File: src/rtl/multi_port_register_file.sv
// Purpose: general-purpose register bank, one write port, two registered read ports, bulk clear.
// Latency: reads return 1 cycle after the strobe; same-edge writes are bypassed to the read data.
// Backpressure: none; while Out_Busy is high, all writes, reads and clear requests are dropped.
module multi_port_register_file #(
  parameter int P_RegWidth = 8,
  parameter int P_BitWidth = 16,
  parameter int P_ZeroReg  = 0
) (
  input  logic                          In_Clock_50MHz,
  input  logic                          In_Reset_n,
  input  logic [$clog2(P_RegWidth)-1:0] In_WriteAddress,
  input  logic [P_BitWidth-1:0]         In_WriteData,
  input  logic                          In_Write,
  input  logic [$clog2(P_RegWidth)-1:0] In_ReadAddressA,
  input  logic                          In_ReadA,
  output logic [P_BitWidth-1:0]         Out_ReadDataA,
  output logic                          Out_ValidA,
  input  logic [$clog2(P_RegWidth)-1:0] In_ReadAddressB,
  input  logic                          In_ReadB,
  output logic [P_BitWidth-1:0]         Out_ReadDataB,
  output logic                          Out_ValidB,
  input  logic                          In_Clear,
  output logic                          Out_Busy
);

  localparam int            AW        = $clog2(P_RegWidth);
  localparam logic [AW-1:0] LAST_ADDR = AW'(P_RegWidth - 1);

  typedef enum logic {S_IDLE, S_CLEAR} state_t;

  state_t                state_q, state_d;
  logic [AW-1:0]         clr_cnt_q, clr_cnt_d;
  logic [P_BitWidth-1:0] regs [P_RegWidth];

  logic                  busy;
  logic                  wr_ok;
  logic [P_BitWidth-1:0] rd_val_a, rd_val_b;

  // An address names a real, writable register: inside the depth and not the hardwired zero.
  function automatic logic addr_ok(input logic [AW-1:0] addr);
    return (int'(addr) < P_RegWidth) && !((P_ZeroReg != 0) && (addr == '0));
  endfunction

  assign busy     = (state_q == S_CLEAR);
  assign Out_Busy = busy;

  // Write acceptance and read-value selection with write-first bypass.
  always_comb begin
    wr_ok    = In_Write && !busy && !In_Clear && addr_ok(In_WriteAddress);
    rd_val_a = '0;
    rd_val_b = '0;
    if (addr_ok(In_ReadAddressA)) begin
      if (wr_ok && (In_WriteAddress == In_ReadAddressA)) rd_val_a = In_WriteData;
      else                                               rd_val_a = regs[In_ReadAddressA];
    end
    if (addr_ok(In_ReadAddressB)) begin
      if (wr_ok && (In_WriteAddress == In_ReadAddressB)) rd_val_b = In_WriteData;
      else                                               rd_val_b = regs[In_ReadAddressB];
    end
  end

  // Clear sequencer next state: walk the counter 0..depth-1, then drop back to idle.
  always_comb begin
    state_d   = state_q;
    clr_cnt_d = clr_cnt_q;
    case (state_q)
      S_IDLE: begin
        if (In_Clear) begin
          state_d   = S_CLEAR;
          clr_cnt_d = '0;
        end
      end
      S_CLEAR: begin
        if (clr_cnt_q == LAST_ADDR) begin
          state_d   = S_IDLE;
          clr_cnt_d = '0;
        end else begin
          clr_cnt_d = clr_cnt_q + 1'b1;
        end
      end
      default: begin
        state_d   = S_IDLE;
        clr_cnt_d = '0;
      end
    endcase
  end

  // Clear sequencer state register; reset aborts any clear in progress.
  always_ff @(posedge In_Clock_50MHz) begin
    if (!In_Reset_n) begin
      state_q   <= S_IDLE;
      clr_cnt_q <= '0;
    end else begin
      state_q   <= state_d;
      clr_cnt_q <= clr_cnt_d;
    end
  end

  // Register array: reset zeroes everything, clear zeroes one entry per cycle, else accepted writes.
  always_ff @(posedge In_Clock_50MHz) begin
    if (!In_Reset_n) begin
      for (int i = 0; i < P_RegWidth; i++) regs[i] <= '0;
    end else if (busy) begin
      regs[clr_cnt_q] <= '0;
    end else if (wr_ok) begin
      regs[In_WriteAddress] <= In_WriteData;
    end
  end

  // Port A output register: data updates only on a serviced read, valid is a one-cycle pulse.
  always_ff @(posedge In_Clock_50MHz) begin
    if (!In_Reset_n) begin
      Out_ReadDataA <= '0;
      Out_ValidA    <= 1'b0;
    end else if (In_ReadA && !busy) begin
      Out_ReadDataA <= rd_val_a;
      Out_ValidA    <= 1'b1;
    end else begin
      Out_ValidA    <= 1'b0;
    end
  end

  // Port B output register, independent of port A.
  always_ff @(posedge In_Clock_50MHz) begin
    if (!In_Reset_n) begin
      Out_ReadDataB <= '0;
      Out_ValidB    <= 1'b0;
    end else if (In_ReadB && !busy) begin
      Out_ReadDataB <= rd_val_b;
      Out_ValidB    <= 1'b1;
    end else begin
      Out_ValidB    <= 1'b0;
    end
  end

endmodule

File: config.mk
export PLATFORM = sky130hd
export DESIGN_NAME = multi_port_register_file
export DESIGN_NICKNAME = d
export VERILOG_FILES = /design/src/rtl/multi_port_register_file.sv
export SDC_FILE = /design/constraint.sdc
export NUM_CORES = 1
export LEC_CHECK = 0
export CAP_MARGIN = 20
export CELL_PAD_IN_SITES_DETAIL_PLACEMENT = 1
export CELL_PAD_IN_SITES_GLOBAL_PLACEMENT = 2
export CORE_MARGIN = 8
export CORE_UTILIZATION = 43
export CTS_BUF_LIST = sky130_fd_sc_hd__clkbuf_8
export CTS_CLUSTER_SIZE = 16
export DETAILED_ROUTE_END_ITERATION = 12
export HOLD_SLACK_MARGIN = 0.08
export PLACE_DENSITY = 0.89
export SLEW_MARGIN = 5
export SYNTH_ARGS = -nofsm -noshare
export SYNTH_HDL_FRONTEND = slang
export SYNTH_SLANG_ARGS = --single-unit
File: constraint.sdc
create_clock -name In_Clock_50MHz -period 3.3 [get_ports In_Clock_50MHz]
set_input_delay 0.99 -clock In_Clock_50MHz [delete_from_list [all_inputs] [get_ports In_Clock_50MHz]]
set_output_delay 0.99 -clock In_Clock_50MHz [all_outputs]
set_load 0.02 [all_outputs]
==> results.md <==
- Bufs and invs on worst path: 1
- Post-DP HPWL: 18450 um
- Crit. End Element: output port
- Largest delay share family, worst path: buffers and inverters
- Finish-stage setup viols: 0
- Yosys cell types: 41
- Die height: 155.9 um
- Number of synthesized flops with an enable pin: 128
- Cell Area, Synth: 0.008419 mm^2
- Tcrit/Tclk final: 0.8448
- Main combinational cell family by area after synthesis: multiplexers
- Clock latency on the worst-skew pair: 470 ps
- Commonest cells post-synth: nor2_1, edfxtp_1, mux4_2
- Worst path required time: 2310 ps
- Critical path class: reg2out
- Initial Util: 0.4354
- CTS resizes: 0
- Synthesized Nets: 678
- Most used DFF post-synth: edfxtp_1
- Min-Delay Path Depth: 2
- CP cell instances: clkdlybuf4s50_1
- Max Clock Freq: 358.7 MHz
- Initial DRC count: 532
- Mux cell area share after synthesis: 0.2137
- Reg2reg start: Out_Busy
- Yosys reg bits: 166
- H-tree Lvls: 4
- Total core area: 0.01933 mm^2
- Cell area after layout: 0.01013 mm^2
- Clk buf depth: 2
- Routability cong.: 0.8383
- Share of cells above drive strength 1: 0.2219
- Top-Level Pins: 66
- Dpl cell area: 0.009758 mm^2
- Syn-to-layout area delta: 20.36%
- Post-route ant nets: 0
- First-pass GRT wire length: 41580 um
- Setup crit start kind: register
- Top-count cell post-synth: nor2_1
- Via Count: 6374
- CTS tree: built
- Sequential area share after synthesis: 0.5469
- Antenna violations before repair: 0
- Fin nets: 768
- Hold wc startpoint: Out_ReadDataA[15]
- Slowest CP cell: clkdlybuf4s50_1
- Xor/xnor share of the synthesized area: 0.01011
- Routed met2 length: 13520 um
- Number of diodes: 0
- Die Wd: 155.9 um
- Final-layout fill cell count: 1967
- Synth top area share: 0.4565
- 1st-pass router iterations: 5
- Wire length on met3: 2132 um
- Drt wl/cell: 26.55 um
- GR Overflow Total: 0
- Largest area contributor in the netlist: edfxtp_1
- Ys async rst share: 0
- RSZ-0062 raised after global routing: false
- Compound-gate portion of the synthesized area: 0.06851
- Vias in the first global route: 6841
- Die area: 0.02431 mm^2
- Total track usage: 0.2287
- Synthesized-area fraction occupied by adder cells: 0.002972
- Critical R2R Capture: Out_ReadDataA[10]
- Clock transition at the registers of the reported paths: 90 ps
- Max_cap viols: 0
- Hold Vio Cnt, Final: 0
- Post-CTS Hold Fix Bufs: 0
- Largest fanout on the critical path: 15
- Length of routed wiring on met1: 10620 um
- HP Class: reg2reg
- Top routing layer used: met4
- R2r worst-path depth: 7
- PortBufs: 65
- Core Rows: 51
- Mapped Cells: 645
- Remaining DRCs: 0
- Synth Area in Simple Gates: 0.1274
- Post CTS Setup Buffer Count: 0
- Final Core Density: 0.5241
- Slew Viols, Final: 0
- Status: completed
- DR vias/cell: 6.292
- Setup TNS: 0 ps
- Pin count of the biggest net entering global routing: 35
- Maximum vdd drop: 175.5 uV
- Total clock sinks: 166
- Root buf cell: clkbuf_8
- Worst Hold Path EP: Out_ReadDataA[15]
- Inserted Clock Buffers: 17
- CP peak stage delay: 700 ps
- Routed WL: 26890 um
- Post-Syn Area per Cell: 13.05 um^2
- Register-to-register setup slack: 940 ps
- Clk_skew: 10.48 ps
- Cell Pwr Density: 444.2 mW/mm^2
- Worst Max-Slew Pin Slew: 737.0 ps
- Critical path data arrival time: 1800 ps
- Min Tclk post-route: 2788 ps
- Leakage Power: 0.003397 uW
- Relative slew slack: 0.5087
- Synthesis Warnings: 0
- Largest cells by area after synthesis: edfxtp_1, mux4_2, dfxtp_1
[layout by cell type (no fill, tap or decap), types with 12 or more instances in the layout]
master,synthesis,layout
clkdlybuf4s50_1,0,63
nand2_1,32,32
buf_12,0,12
nor2_1,132,132
nand4_1,31,31
nor2b_1,14,14
dfxtp_1,38,38
mux4_2,64,64
o21ai_0,38,38
buf_4,1,50
edfxtp_1,128,128
clkbuf_8,0,17
a32o_1,31,31
mux2i_1,31,31
[per-stage QoR]
stage / hold WS [ps] / std cells / worst slack (ps) / power (uW)
2_1_floorplan: 583.6 / 645 / 305.7 / 2821
3_3_place_gp: 452.9 / 981 / 216.7 / 3105
3_5_place_dp: 458.3 / 981 / 94.77 / 3138
4_1_cts: 480.9 / 1013 / 489.9 / 4521
5_1_grt: 505.1 / 1013 / 430.9 / 4634
6_report: 477.0 / 1013 / 512.0 / 4501
[worst max path at each step]
stage	slack, ps	cells after the start	start	to
final	510	1	Out_Busy	Out_Busy
after global placement	220	8	In_Reset_n	Out_ReadDataA[2]
after global routing	430	1	Out_Busy	Out_Busy
after detailed placement	90	8	In_Clear	Out_ReadDataA[10]
after floorplan	310	8	In_Clear	regs[3][0]
after CTS	490	1	Out_Busy	Out_Busy
[power by group]
| part | internal, uW | total (uW) | switching [uW] |
|---|---|---|---|
| Combinational | 323 | 707 | 384 |
| Sequential | 2340 | 2390 | 58.8 |
| Clock | 552 | 1400 | 847 |
[area by class of cell]
| class | count | area [um^2] | area share |
|---|---|---|---|
| Inverter | 2 | 7.507 | 0.0007408 |
| Timing Repair Buffer | 127 | 1256 | 0.1240 |
| Clock inverter | 15 | 141.4 | 0.01395 |
| Sequential cell | 166 | 4604 | 0.4544 |
| Multi-Input combinational cell | 421 | 3558 | 0.3512 |
| Clock buffer | 17 | 234.0 | 0.02309 |
| Tap cell | 265 | 331.6 | 0.03272 |
[per-layer routing]
| metal | vias to the layer above | track usage |
|---|---|---|
| met3 | 51 | 0.04017 |
| met1 | 3349 | 0.2825 |
| met4 | 0 | 0.08272 |
| met2 | 302 | 0.3949 |
| li1 | 2672 | - |
| met5 | - | 0 |
[kinds of logic (layout without fill, tap and decap cells)]
| family | after synthesis | count (layout) |
|---|---|---|
| flip-flops | 166 | 166 |
| multiplexers | 98 | 98 |
| AO/OA/AOI/OAI | 80 | 80 |
| AND/OR/NAND/NOR | 233 | 233 |
| XOR/XNOR | 8 | 8 |
| adder cells (fa/ha/maj) | 2 | 2 |
| buffers and inverters | 58 | 161 |
[registers in the layout, summed over array words and instances (netlist names)]
| signal | count |
|---|---|
| regs | 128 |
| Out_ReadDataB | 16 |
| Out_ReadDataA | 16 |
| clr_cnt_q | 3 |
| Out_Busy | 1 |
| Out_ValidA | 1 |
| Out_ValidB | 1 |
Power figures use the tool's default switching activity.
